<file path="config.mk">
export PLATFORM = sky130hd
export DESIGN_NAME = lag_meter_flat
export DESIGN_NICKNAME = d
export VERILOG_FILES = /design/src/rtl/lag_meter_if.sv /design/src/rtl/lag_meter.sv /design/src/flat_wrapper.sv
export SDC_FILE = /design/constraint.sdc
export NUM_CORES = 1
export LEC_CHECK = 0
export CAP_MARGIN = 10
export CORE_MARGIN = 10
export CORE_UTILIZATION = 60
export CTS_BUF_LIST = sky130_fd_sc_hd__clkbuf_8
export CTS_CLUSTER_SIZE = 24
export DETAILED_ROUTE_END_ITERATION = 8
export DONT_BUFFER_PORTS = 1
export GPL_TIMING_DRIVEN = 1
export PLACE_DENSITY = 0.79
export RECOVER_POWER = 25
export SLEW_MARGIN = 15
export SYNTH_ARGS = -nofsm -noshare
export SYNTH_HDL_FRONTEND = slang
export SYNTH_SLANG_ARGS = --single-unit
</file>
<file path="constraint.sdc">
create_clock -name clk -period 2.61 [get_ports clk]
set_input_delay 0.261 -clock clk [delete_from_list [all_inputs] [get_ports clk]]
set_output_delay 0.261 -clock clk [all_outputs]
set_load 0.005 [all_outputs]
</file>
<file path="src/rtl/lag_meter_if.sv">
// Raster, flash-box and measurement signals between a timing generator/controller and lag_meter.
// Plain bundle with no flow control; every field is a level or a single-cycle pulse.
interface lag_meter_if;
    logic        ce_pixel;
    logic        hblank;
    logic        vblank;
    logic        vsync;
    logic [11:0] hcnt;
    logic [11:0] vcnt;
    logic [11:0] box_x;
    logic [11:0] box_y;
    logic [11:0] box_w;
    logic [11:0] box_h;
    logic        start;
    logic        sensor;
    logic [23:0] rgb;
    logic        busy;
    logic        done;
    logic [15:0] result_us;
    logic        timeout;

    modport master (
        output ce_pixel, hblank, vblank, vsync, hcnt, vcnt,
        output box_x, box_y, box_w, box_h, start, sensor,
        input  rgb, busy, done, result_us, timeout
    );

    modport slave (
        input  ce_pixel, hblank, vblank, vsync, hcnt, vcnt,
        input  box_x, box_y, box_w, box_h, start, sensor,
        output rgb, busy, done, result_us, timeout
    );
endinterface

</file>
<file path="src/rtl/lag_meter.sv">
// Display-to-photodiode latency meter: flashes a box, times from box origin to debounced light.
// Latency: rgb 1 clk after raster inputs, done/result registered; no backpressure (done is a pulse).
module lag_meter #(
    parameter int CLKS_PER_US     = 50,
    parameter int COOLDOWN_FRAMES = 8,
    parameter int DEBOUNCE        = 4
) (
    input  logic        clk,
    input  logic        reset,
    lag_meter_if.slave  bus
);
    localparam int PW = (CLKS_PER_US > 1) ? $clog2(CLKS_PER_US) : 1;
    localparam int DW = $clog2(DEBOUNCE + 1);
    localparam int CW = (COOLDOWN_FRAMES > 1) ? $clog2(COOLDOWN_FRAMES) : 1;

    typedef enum logic [1:0] {IDLE, ARM, FLASH, COOLDOWN} state_t;
    state_t state, state_nx;

    logic          sync1, sync2;
    logic [DW-1:0] run_cnt;
    logic          detect;
    logic          vsync_d, vs_rise;
    logic          timer_run;
    logic [PW-1:0] presc;
    logic [15:0]   counter;
    logic [CW-1:0] cd_cnt;
    logic          in_box, at_origin, presc_wrap, saturated, measure_end, cd_last;
    logic [23:0]   rgb_q;
    logic          done_q, timeout_q;
    logic [15:0]   result_q;

    assign detect      = (run_cnt == DW'(DEBOUNCE));
    assign vs_rise     = bus.vsync & ~vsync_d;
    // 13-bit sums so a box touching the top of the counter range does not wrap
    assign in_box      = ({1'b0, bus.hcnt} >= {1'b0, bus.box_x}) &&
                         ({1'b0, bus.hcnt} <  ({1'b0, bus.box_x} + {1'b0, bus.box_w})) &&
                         ({1'b0, bus.vcnt} >= {1'b0, bus.box_y}) &&
                         ({1'b0, bus.vcnt} <  ({1'b0, bus.box_y} + {1'b0, bus.box_h}));
    assign at_origin   = bus.ce_pixel && (bus.hcnt == bus.box_x) && (bus.vcnt == bus.box_y);
    assign presc_wrap  = (presc == PW'(CLKS_PER_US - 1));
    assign saturated   = (counter == 16'hFFFF);
    // Light seen before the timer starts is stale and never ends the measurement
    assign measure_end = (state == FLASH) && timer_run && (detect || saturated);
    assign cd_last     = (cd_cnt == CW'(COOLDOWN_FRAMES - 1));

    always_comb begin
        state_nx = state;
        case (state)
            IDLE:     if (bus.start) state_nx = ARM;
            ARM:      if (vs_rise) state_nx = FLASH;
            FLASH:    if (measure_end) state_nx = COOLDOWN;
            COOLDOWN: if (vs_rise && cd_last) state_nx = IDLE;
            default:  state_nx = IDLE;
        endcase
    end

    always_ff @(posedge clk) begin
        if (reset) state <= IDLE;
        else       state <= state_nx;
    end

    always_ff @(posedge clk) begin
        if (reset) begin
            sync1   <= 1'b0;
            sync2   <= 1'b0;
            run_cnt <= '0;
            vsync_d <= 1'b0;
        end else begin
            sync1   <= bus.sensor;
            sync2   <= sync1;
            vsync_d <= bus.vsync;
            if (!sync2)       run_cnt <= '0;
            else if (!detect) run_cnt <= run_cnt + DW'(1);
        end
    end

    always_ff @(posedge clk) begin
        if (reset) begin
            timer_run <= 1'b0;
            presc     <= '0;
            counter   <= '0;
        end else if (state == ARM && vs_rise) begin
            timer_run <= 1'b0;
            presc     <= '0;
            counter   <= '0;
        end else if (state == FLASH) begin
            if (!timer_run) begin
                if (at_origin) timer_run <= 1'b1;
            end else if (!saturated) begin
                if (presc_wrap) begin
                    presc   <= '0;
                    counter <= counter + 16'd1;
                end else begin
                    presc   <= presc + PW'(1);
                end
            end
        end
    end

    always_ff @(posedge clk) begin
        if (reset) begin
            done_q    <= 1'b0;
            result_q  <= '0;
            timeout_q <= 1'b0;
            cd_cnt    <= '0;
            rgb_q     <= '0;
        end else begin
            done_q <= measure_end;
            if (measure_end) begin
                result_q  <= counter;
                timeout_q <= ~detect;
            end
            if (state != COOLDOWN) cd_cnt <= '0;
            else if (vs_rise)      cd_cnt <= cd_cnt + CW'(1);
            if (bus.hblank || bus.vblank)       rgb_q <= '0;
            else if (in_box && state == FLASH)  rgb_q <= 24'hFFFFFF;
            else                                rgb_q <= '0;
        end
    end

    assign bus.rgb       = rgb_q;
    assign bus.busy      = (state != IDLE);
    assign bus.done      = done_q;
    assign bus.result_us = result_q;
    assign bus.timeout   = timeout_q;
endmodule

</file>
<file path="src/flat_wrapper.sv">
// flat-port wrapper written by rule: the top's interface ports become plain ports
module lag_meter_flat 
#(
    parameter int CLKS_PER_US     = 50,
    parameter int COOLDOWN_FRAMES = 8,
    parameter int DEBOUNCE        = 4
)
  (clk, reset, bus_ce_pixel, bus_hblank, bus_vblank, bus_vsync, bus_hcnt, bus_vcnt, bus_box_x, bus_box_y, bus_box_w, bus_box_h, bus_start, bus_sensor, bus_rgb, bus_busy, bus_done, bus_result_us, bus_timeout);
  lag_meter_if bus_i ();
  input  logic clk;
  input  logic reset;
  input wire logic [$bits(bus_i.ce_pixel)-1:0] bus_ce_pixel;
  input wire logic [$bits(bus_i.hblank)-1:0] bus_hblank;
  input wire logic [$bits(bus_i.vblank)-1:0] bus_vblank;
  input wire logic [$bits(bus_i.vsync)-1:0] bus_vsync;
  input wire logic [$bits(bus_i.hcnt)-1:0] bus_hcnt;
  input wire logic [$bits(bus_i.vcnt)-1:0] bus_vcnt;
  input wire logic [$bits(bus_i.box_x)-1:0] bus_box_x;
  input wire logic [$bits(bus_i.box_y)-1:0] bus_box_y;
  input wire logic [$bits(bus_i.box_w)-1:0] bus_box_w;
  input wire logic [$bits(bus_i.box_h)-1:0] bus_box_h;
  input wire logic [$bits(bus_i.start)-1:0] bus_start;
  input wire logic [$bits(bus_i.sensor)-1:0] bus_sensor;
  output wire logic [$bits(bus_i.rgb)-1:0] bus_rgb;
  output wire logic [$bits(bus_i.busy)-1:0] bus_busy;
  output wire logic [$bits(bus_i.done)-1:0] bus_done;
  output wire logic [$bits(bus_i.result_us)-1:0] bus_result_us;
  output wire logic [$bits(bus_i.timeout)-1:0] bus_timeout;
  assign bus_i.ce_pixel = bus_ce_pixel;
  assign bus_i.hblank = bus_hblank;
  assign bus_i.vblank = bus_vblank;
  assign bus_i.vsync = bus_vsync;
  assign bus_i.hcnt = bus_hcnt;
  assign bus_i.vcnt = bus_vcnt;
  assign bus_i.box_x = bus_box_x;
  assign bus_i.box_y = bus_box_y;
  assign bus_i.box_w = bus_box_w;
  assign bus_i.box_h = bus_box_h;
  assign bus_i.start = bus_start;
  assign bus_i.sensor = bus_sensor;
  assign bus_rgb = bus_i.rgb;
  assign bus_busy = bus_i.busy;
  assign bus_done = bus_i.done;
  assign bus_result_us = bus_i.result_us;
  assign bus_timeout = bus_i.timeout;
  lag_meter #(.CLKS_PER_US(CLKS_PER_US), .COOLDOWN_FRAMES(COOLDOWN_FRAMES), .DEBOUNCE(DEBOUNCE)) u_core (.clk(clk), .reset(reset), .bus(bus_i));
endmodule
</file>
# After elaboration in Yosys (flattened, before gate mapping)
# Index checks and enable logic that the tools add are counted.
dict set report totals {
  output_inout_bits 43
  reg_bits 76
}
dict set report classes {
  reduce_logical 21
  bitwise_logic 5
  muxes 9
  add_sub_neg 6
  n_eq_ne 14
  order_cmp 4
}
# op count
set ops {}
lappend ops {{$add 12x12->13} 2}
lappend ops {{$lt 12x13->1} 2}
lappend ops {{$eq 12x12->1} 2}
lappend ops {{$ge 12x12->1} 2}
lappend ops {{$mux 24} 1}
lappend ops {{$add 16x1->16 const B} 1}
lappend ops {{$eq 16x16->1 const B} 1}
lappend ops {{$logic_and 1x1->1} 10}
lappend ops {{$mux 2} 4}
lappend ops {{$pmux 2 s4} 1}
lappend ops {{$reduce_and 4->1} 2}
lappend ops {{$reduce_or 2->1} 4}
lappend ops {{$add 3x1->3 const B} 2}
lappend ops {{$add 6x1->6 const B} 1}
lappend ops {{$eq 3x3->1 const B} 2}
lappend ops {{$eq 6x6->1 const B} 1}
lappend ops {{$mux 6} 1}
lappend ops {{$ne 2x1->1 const B} 3}
lappend ops {{$eq 2x2->1 const B} 2}
lappend ops {{$ne 2x2->1 const B} 2}
lappend ops {{$not 1->1} 4}
lappend ops {{$reduce_and 3->1} 1}
lappend ops {{$eq 2x1->1 const B} 1}
lappend ops {{$logic_not 2->1} 1}
lappend ops {{other kinds (4)} 6}

# Longest topological paths before layout
# Gate-level depths: netlist (run 1).
dict set report logic_depth {
  word_depth 7
  mapped_depth 16
}

# Worst setup path after synthesis (run 1)
# No wires, ideal clock.
dict set report synth_timing {
  kind {input to register}
  startpoint {input bus_box_h[0]}
  endpoint {register u_core.rgb_q[22], in the netlist u_core.bus.rgb[22]}
  path_buffers 0
  slack_ns -0.181
  cell_stages 14
  setup_ns 0.122
  t_arrival_ns 2.669
  cell_sequence {ha_1 > inv_1 > fa_1 > nor2b_1 > o2111ai_1 > and3_1 > nor3b_1 > o21ai_0 > a211o_1 > ha_1 > nand2_1 > nor3_1 > a21oi_1 > o311a_1}
}
dict set report synth_via {
  elab_chain_len 5
}
# item line_no
set synth_rtl {}
lappend synth_rtl {{start: declaration} flat_wrapper.sv:21} ;# input wire logic [$bits(bus_i.box_h)-1:0] bus_box_h;
lappend synth_rtl {{$add 12x12->13} lag_meter.sv:38} ;# ({1'b0, bus.vcnt} < ({1'b0, bus.box_y} + {1'b0, bus.box_h}));
lappend synth_rtl {{$lt 12x13->1} lag_meter.sv:38}
lappend synth_rtl {{$logic_and 1x1->1} lag_meter.sv:37} ;# ({1'b0, bus.vcnt} >= {1'b0, bus.box_y}) &&
lappend synth_rtl {{$logic_and 1x1->1} lag_meter.sv:116} ;# else if (in_box && state == FLASH) rgb_q <= 24'hFFFFFF;
lappend synth_rtl {{$mux 24} lag_meter.sv:116}
lappend synth_rtl {{end signal: assignment} lag_meter.sv:115} ;# if (bus.hblank || bus.vblank) rgb_q <= '0;
lappend synth_rtl {{end signal: assignment} lag_meter.sv:116}
lappend synth_rtl {{end signal: assignment} lag_meter.sv:117} ;# else rgb_q <= '0;
lappend synth_rtl {{end: declaration} lag_meter.sv:28} ;# logic [23:0] rgb_q;
# No other way between the ends.
# A chain may end at the register's enable or synchronous reset.

# Worst setup path in the final report (run 1)
dict set report layout_timing {
  startpoint {input bus_box_w[0]}
  endpoint {register u_core.rgb_q[22], in the netlist u_core.bus.rgb[22]}
}
dict set report layout_via {
  elab_chain_len 7
}
# item line_no
set layout_rtl {}
lappend layout_rtl {{start: declaration} flat_wrapper.sv:20} ;# input wire logic [$bits(bus_i.box_w)-1:0] bus_box_w;
lappend layout_rtl {{$add 12x12->13} lag_meter.sv:36} ;# ({1'b0, bus.hcnt} < ({1'b0, bus.box_x} + {1'b0, bus.box_w})) &&
lappend layout_rtl {{$lt 12x13->1} lag_meter.sv:36}
lappend layout_rtl {{$logic_and 1x1->1} lag_meter.sv:35} ;# assign in_box = ({1'b0, bus.hcnt} >= {1'b0, bus.box_x}) &&
lappend layout_rtl {{$logic_and 1x1->1} lag_meter.sv:36}
lappend layout_rtl {{$logic_and 1x1->1} lag_meter.sv:37}
lappend layout_rtl {{$logic_and 1x1->1} lag_meter.sv:116}
lappend layout_rtl {{$mux 24} lag_meter.sv:116}
# No other way between the ends.

==> run_results.csv, run 1 <==
group,metric,value,unit
timing,finalSetupTns,0,ns
critical_path,worst_setup_path_start_kind,"input pin",
global_route,grt_use_total,0.1829,
floorplanning,fp.dieH,107.1,um
critical_path,timing.critical_path.from,"bus_box_w[0]",
floorplanning,num_io_pins,123,
placed_design,placement_stage_worst_setup_slack,-0.2868,ns
floorplanning,floorplan.initialDensity,0.6209,
detailed_routing,wl_per_cell,16.74,um
timing,transition_time_at_the_pin_with_the_least_slew_margin,0.5307,ns
timing,timing.final.setup_violations,0,
floorplanning,fp.dieW,107.1,um
clocking,cts_tree,"built",
placed_design,placement.io_buffers,0,
timing,max_freq,399.2,MHz
critical_path,cp.required,2.81,ns
timing,max-slew-margin-rel,0.6455,
critical_path,worst_reg2reg_path_depth,7,
critical_path,timing.setup.critical_path_class,"in2reg",
clocking,cts_htree_levels,2,
timing,final_min_period_over_clock_period,0.9598,
cells_and_area,diodes,0,
run_status,run_status,"finished clean",
detailed_routing,drt-vias-per-instance,5.848,
pwr,totalPowerFinal,0.002060,W
detailed_routing,detail_route.drc_violations,0,
synth,synthesized_netlist_cell_count,557,
pwr,vdd.ir_drop.worst,0.2244,mV
synth,ys_dominant_reg_cell,"dfxtp_1",
cells_and_area,share_of_layout_cells_above_drive_strength_1,0.1087,
synth,syn_area_per_cell,8.172,um2
global_route,grt_pass1_vias,3823,
global_route,grt.overflow.total,0,
critical_path,cp_arrival,2.70,ns
run,max_cap_violations,0,
min_path,timing.hold.worst.class,"in2reg",
critical_path,setup.worst_path.end_class,"flip-flop",
synth,netlist_area,4552,um2
detailed_routing,drt_pass1_iterations,4,
critical_path,critical_path.reg2reg.endpoint,"u_core.counter[6]$_SDFFE_PP0P_",
critical_path,worst_r2r_startpoint,"u_core.state[0]$_SDFFE_PP0P_",
pwr,power_leakage,2.129,nW
timing,final-max-slew-violation-count,0,
placed_design,place_congestion,0.9054,
pwr,p_per_area,424.7,nW/um2
detailed_routing,ant_nets,0,
placed_design,dp_hpwl,9.065,mm
clocking,cts_root_buffer,"clkbuf_8",
timing,clock-skew-final,0.004420,ns
critical_path,critical_path.max_fanout,3,
synth,synthDistinctLibCells,58,
clocking,cts.sinks,53,
timing,timing_hold_violations_final,0,
timing,setup_ws,0.1049,ns
critical_path,cp-endpoint,"u_core.bus.rgb[22]$_SDFF_PP0_",
clocking,clock_latency,0.30,ns
detailed_routing,drt_first_iter_violations,149,
synth,async_reset_ff_frac,0,
global_route,first_pass_grt_wire_length,17.73,mm
global_route,antenna_violations_before_repair,0,
cells_and_area,numnets_final,724,
floorplanning,num_rows,31,
critical_path,r2r_setup_slack,0.43,ns
detailed_routing,routed-via-count,3860,
floorplanning,fp.dieArea,11470,um2
timing,post-route-min-period,2.505,ns
synth,syn-num-nets,721,
clocking,bufs_on_longest_clock_path,2,
floorplanning,core_region_area,7331,um2
synth,synth-edff-count,0,
synth,synth_seq_cells,53,
detailed_routing,wl,11.05,mm
clocking,cts_inserted_buffers,5,
cells_and_area,synthToLayoutAreaGrowth,6.542,%
clocking,clkSlewWorstSetupHoldPaths,0.10,ns
global_route,pin_count_of_the_biggest_net_entering_global_routing,29,
synth,synth.yosys.warnings,0,
synth,post_synthesis_sequential_area_ratio,0.2331,
[sequential cells by signal (all words and copies together) (netlist names)]
register,flops
u_core.sync1,1
u_core.vsync_d,1
u_core.presc,6
u_core.bus.timeout,1
u_core.bus.rgb,1
u_core.cd_cnt,3
u_core.state,2
u_core.counter,16
u_core.sync2,1
u_core.run_cnt,3
u_core.bus.result_us,16
u_core.bus.done,1
u_core.timer_run,1
[synth_stat cells, types with 3 or more instances]
master,number,area (um2)
inv_1,36,135.1
mux2i_1,3,30.03
nor2_1,52,195.2
nand2_1,61,229.0
nand2b_1,8,50.05
o21ai_0,19,95.09
xnor2_1,10,87.58
nand3_1,15,75.07
buf_4,24,180.2
dfxtp_1,53,1061
a211oi_1,5,37.54
and2_1,4,25.02
nor2b_1,10,62.56
a311oi_2,3,45.04
nand4_1,12,75.07
clkbuf_1,5,18.77
a21o_1,11,82.58
o31ai_1,4,30.03
a21oi_1,43,215.2
and4_1,5,43.79
nor3_1,11,55.05
and3_1,4,25.02
o21a_1,7,52.55
ha_1,82,1026
nor4_1,3,18.77
xor2_1,25,219.0
[power breakdown]
part | switching [W] | total, W | internal [W]
logic | 0.000404 | 0.000745 | 0.000341
clock network | 0.000282 | 0.000478 | 0.000195
registers | 0.0000132 | 0.000836 | 0.000823
total | 0.000700 | 0.00206 | 0.00136
[layout make-up]
type                       count  area, um2
multi-input combinational    435       3209
fill                         627       2481
sequential                    53       1061
timing repair buffer          29      225.2
inverter                      36      135.1
tap                           99      123.9
clock buffer                   5      68.82
clock inverter                 3      26.28
[routing by layer]
metal	track usage	vias up	routed length, um
li1	-	1951	-
met1	0.2197	1781	4717
met2	0.3154	117	5282
met3	0.05389	11	950
met4	0.03578	0	99
met5	0	-	0
[timing repair]
item	CTS	global route
gates resized for setup	0	13
hold endpoints to repair	0	3
setup endpoints to repair	0	1
hold buffers	0	3
setup buffers	0	2
[worst max-delay path: stages]
cell and delay (ns):
ha_1 0.19, inv_1 0.07, fa_2 0.21, nor2b_1 0.07, o31ai_2 0.42, a21oi_2 0.12
a41oi_2 0.17, nand2b_1 0.10, xnor2_1 0.13, ha_1 0.27, o21ai_0 0.07, nand2b_1 0.09
a21oi_1 0.09, a211oi_2 0.20, o211ai_1 0.11, o311a_1 0.12
[logic make-up after synthesis]
group,synth area share
AOI/OAI and AO/OA,0.1693
and+or+nand+nor,0.2106
muxes,0.006597
adders and majority gates,0.2342
buffers and inverters,0.07889
DFF,0.2331
xor gates and xnor gates,0.06734
[how the worst min path moves through the flow]
stage / cells after the start / endpoint / startpoint
final: 1 / u_core.vsync_d$_SDFF_PP0_ / reset
after global placement: 1 / u_core.bus.result_us[12]$_SDFFE_PP0P_ / reset
after detailed placement: 1 / u_core.bus.result_us[11]$_SDFFE_PP0P_ / reset
after global routing: 1 / u_core.bus.result_us[0]$_SDFFE_PP0P_ / reset
after CTS: 1 / u_core.bus.result_us[11]$_SDFFE_PP0P_ / reset
after floorplan: 1 / u_core.sync1$_SDFF_PP0_ / bus_sensor
[through the flow]
step / std cells / hold WS, ns / util / instance area, um2
finish: 660 / 0.01291 / 0.6615 / 4850
CTS: 655 / 0.005820 / 0.6476 / 4747
global placement: 647 / 0.3338 / 0.6346 / 4652
global route: 660 / 0.0005254 / 0.6615 / 4850
floorplan: 557 / 0.3892 / - / 4572
detailed placement: 647 / 0.3364 / 0.6346 / 4652
[cells in the final DEF (no fill, tap or decap), types with 12 or more instances in the layout]
cell type	instances
a21oi_1	42
buf_4	26
dfxtp_1	53
ha_1	81
inv_1	35
nand2_1	61
nand3_1	15
nand4_1	12
nor2_1	52
o21ai_0	17
xor2_1	25
(Power assumes the default switching activity.)
==> run 2, diff against run 1 <==
Settings changed: RECOVER_POWER 25 to 100.
==> run_results.csv, run 2 (synthesis results as in run 1) <==
group,metric,value,unit
run_status,run_status,"finished clean",
floorplanning,num_io_pins,123,
pwr,power.combinational.fraction,0.360,
timing,timing_hold_violations_final,0,
min_path,worst_hold_startpoint,"reset",
run,max_cap_violations,0,
critical_path,cp_cell_sequence,"ha_4 -> inv_2 -> fa_2 -> nor2b_2 -> o2111ai_2 -> and3_4 -> nor3b_2 -> o21ai_1 -> a211o_1 -> ha_1 -> nand2_1 -> nor3_1 -> a21oi_1 -> o311a_1",
critical_path,critical_path.max_fanout,3,
pwr,p_per_area,425.9,nW/um2
timing,timing.final.setup_violations,0,
detailed_routing,drt_pass1_iterations,5,
pwr,totalPowerFinal,0.002050,W
pwr,vdd.ir_drop.worst,0.2222,mV
global_route,grt.overflow.total,0,
global_route,antenna_violations_before_repair,0,
detailed_routing,drt_first_iter_violations,170,
timing,max_freq,398.4,MHz
critical_path,critPathSlowestCell,"fa_2",
placed_design,placement.io_buffers,0,
detailed_routing,drt-vias-per-instance,5.855,
cells_and_area,most-common-layout-cells,"ha_1 (81), nand2_1 (61), dfxtp_1 (53), nor2_1 (52), a21oi_1 (42)",
critical_path,critical_path_cell_count,14,
cells_and_area,share_of_layout_cells_above_drive_strength_1,0.09626,
pwr,clock_power_share,0.232,
floorplanning,floorplan.initialDensity,0.6209,
floorplanning,fp.dieH,107.1,um
detailed_routing,ant_nets,0,
clocking,cts_htree_levels,2,
timing,post-route-min-period,2.510,ns
floorplanning,fp.dieW,107.1,um
detailed_routing,wl_per_cell,16.80,um
detailed_routing,wl,11.09,mm
global_route,pin_count_of_the_biggest_net_entering_global_routing,29,
min_path,timing.hold.worst.class,"in2reg",
critical_path,cp_arrival,2.71,ns
cells_and_area,layout.cells.most_common,"ha_1",
placed_design,dp_hpwl,9.065,mm
floorplanning,fp.dieArea,11470,um2
timing,final-max-slew-violation-count,0,
cells_and_area,diodes,0,
pwr,internal_power,0.001354,W
floorplanning,core_region_area,7331,um2
critical_path,setup.worst_path.end_class,"flip-flop",
global_route,first_pass_grt_wire_length,17.73,mm
cells_and_area,synthToLayoutAreaGrowth,5.772,%
clocking,clkSlewWorstSetupHoldPaths,0.10,ns
clocking,cts_root_buffer,"clkbuf_8",
critical_path,worst_setup_path_start_kind,"input pin",
placed_design,place_congestion,0.9054,
timing,max-slew-margin-rel,0.02253,
clocking,cts.sinks,53,
critical_path,cpLargestDelayFamily,"compound AO/OA/AOI/OAI gates",
critical_path,worst_r2r_startpoint,"u_core.state[0]$_SDFFE_PP0P_",
detailed_routing,detail_route.drc_violations,0,
critical_path,timing.critical_path.from,"bus_box_h[0]",
cells_and_area,numnets_final,724,
pwr,power.sequential.fraction,0.408,
clocking,bufs_on_longest_clock_path,2,
placed_design,placement_stage_worst_setup_slack,-0.2868,ns
clocking,clock_latency,0.30,ns
critical_path,worst_path_largest_cell_delay,0.35,ns
global_route,grt_pass1_vias,3823,
timing,transition_time_at_the_pin_with_the_least_slew_margin,1.473,ns
cells_and_area,final_cell_count_no_fill,660,
timing,final_min_period_over_clock_period,0.9617,
clocking,cts_tree,"built",
timing,clock-skew-final,0.004616,ns
critical_path,cp_num_buf_inv,1,
pwr,power_switching,0.0006963,W
critical_path,worst_reg2reg_path_depth,9,
detailed_routing,routed-via-count,3864,
pwr,netSwitchingFraction,0.3396,
critical_path,cp.required,2.81,ns
floorplanning,num_rows,31,
global_route,grt_use_total,0.1829,
min_path,hold_path_depth,1,
timing,setup_ws,0.09992,ns
clocking,cts_inserted_buffers,5,
placed_design,placed_cells,647,
critical_path,timing.setup.critical_path_class,"in2reg",
pwr,power_leakage,2.114,nW
## run 2: cell count changes in the layout (fill, tap and decap cells not counted), sizes merged
cell | previous run | this run
buf | 26 | 24
clkbuf | 5 | 7
## run 2: final cells by class
class,instances,area (um2)
multi-input cells,435,3182
fillers,631,2516
flip-flops and latches,53,1061
repair buffers,29,217.7
inverters,36,135.1
well taps,99,123.9
clock buffers,5,68.82
clock inverters,3,26.28
## run 2: worst paths after layout
| kind | to | slack (ns) |
|---|---|---|
| worst min register to register | u_core.sync2$_SDFF_PP0_ | 0.46 |
| worst max register to register | u_core.counter[11]$_SDFFE_PP0P_ | 0.33 |
| worst max-delay path | u_core.bus.rgb[22]$_SDFF_PP0_ | 0.1 |
| worst min-delay path | u_core.vsync_d$_SDFF_PP0_ | 0.01 |
## run 2: stage by stage
step | util | TNS (ns) | area, um2 | hold slack [ns]
final | 0.6568 | 0 | 4815 | 0.01029
after global routing | 0.6568 | -0.1003 | 4815 | 0.0005254
after CTS | 0.6476 | 0 | 4747 | 0.005820
after detailed placement | 0.6346 | -0.2868 | 4652 | 0.3364
after global placement | 0.6346 | -0.2473 | 4652 | 0.3338
after floorplan | - | -0.1032 | 4572 | 0.3892
## run 2: metal layers
layer | global-route usage | wire, um | vias to the layer above
li1 | - | - | 1945
met1 | 0.2197 | 4715 | 1796
met2 | 0.3154 | 5320 | 116
met3 | 0.05389 | 975 | 7
met4 | 0.03578 | 73 | 0
met5 | 0 | 0 | -
## run 2: timing repair
action	4_1_cts	5_1_grt
endpoints found under the hold margin	0	3
buffers inserted	0	2
gates resized for setup	0	13
hold buffers	0	3
endpoints found under the setup margin	0	1
## run 2: power by group through the flow
stage                     logic, W  registers, W  clock network, W
after floorplan           0.000531      0.000852                 0
after CTS                 0.000708      0.000836          0.000496
after detailed placement  0.000702      0.000855                 0
final                     0.000738      0.000836          0.000476
after global routing      0.000833      0.000838          0.000525
after global placement    0.000668      0.000854                 0
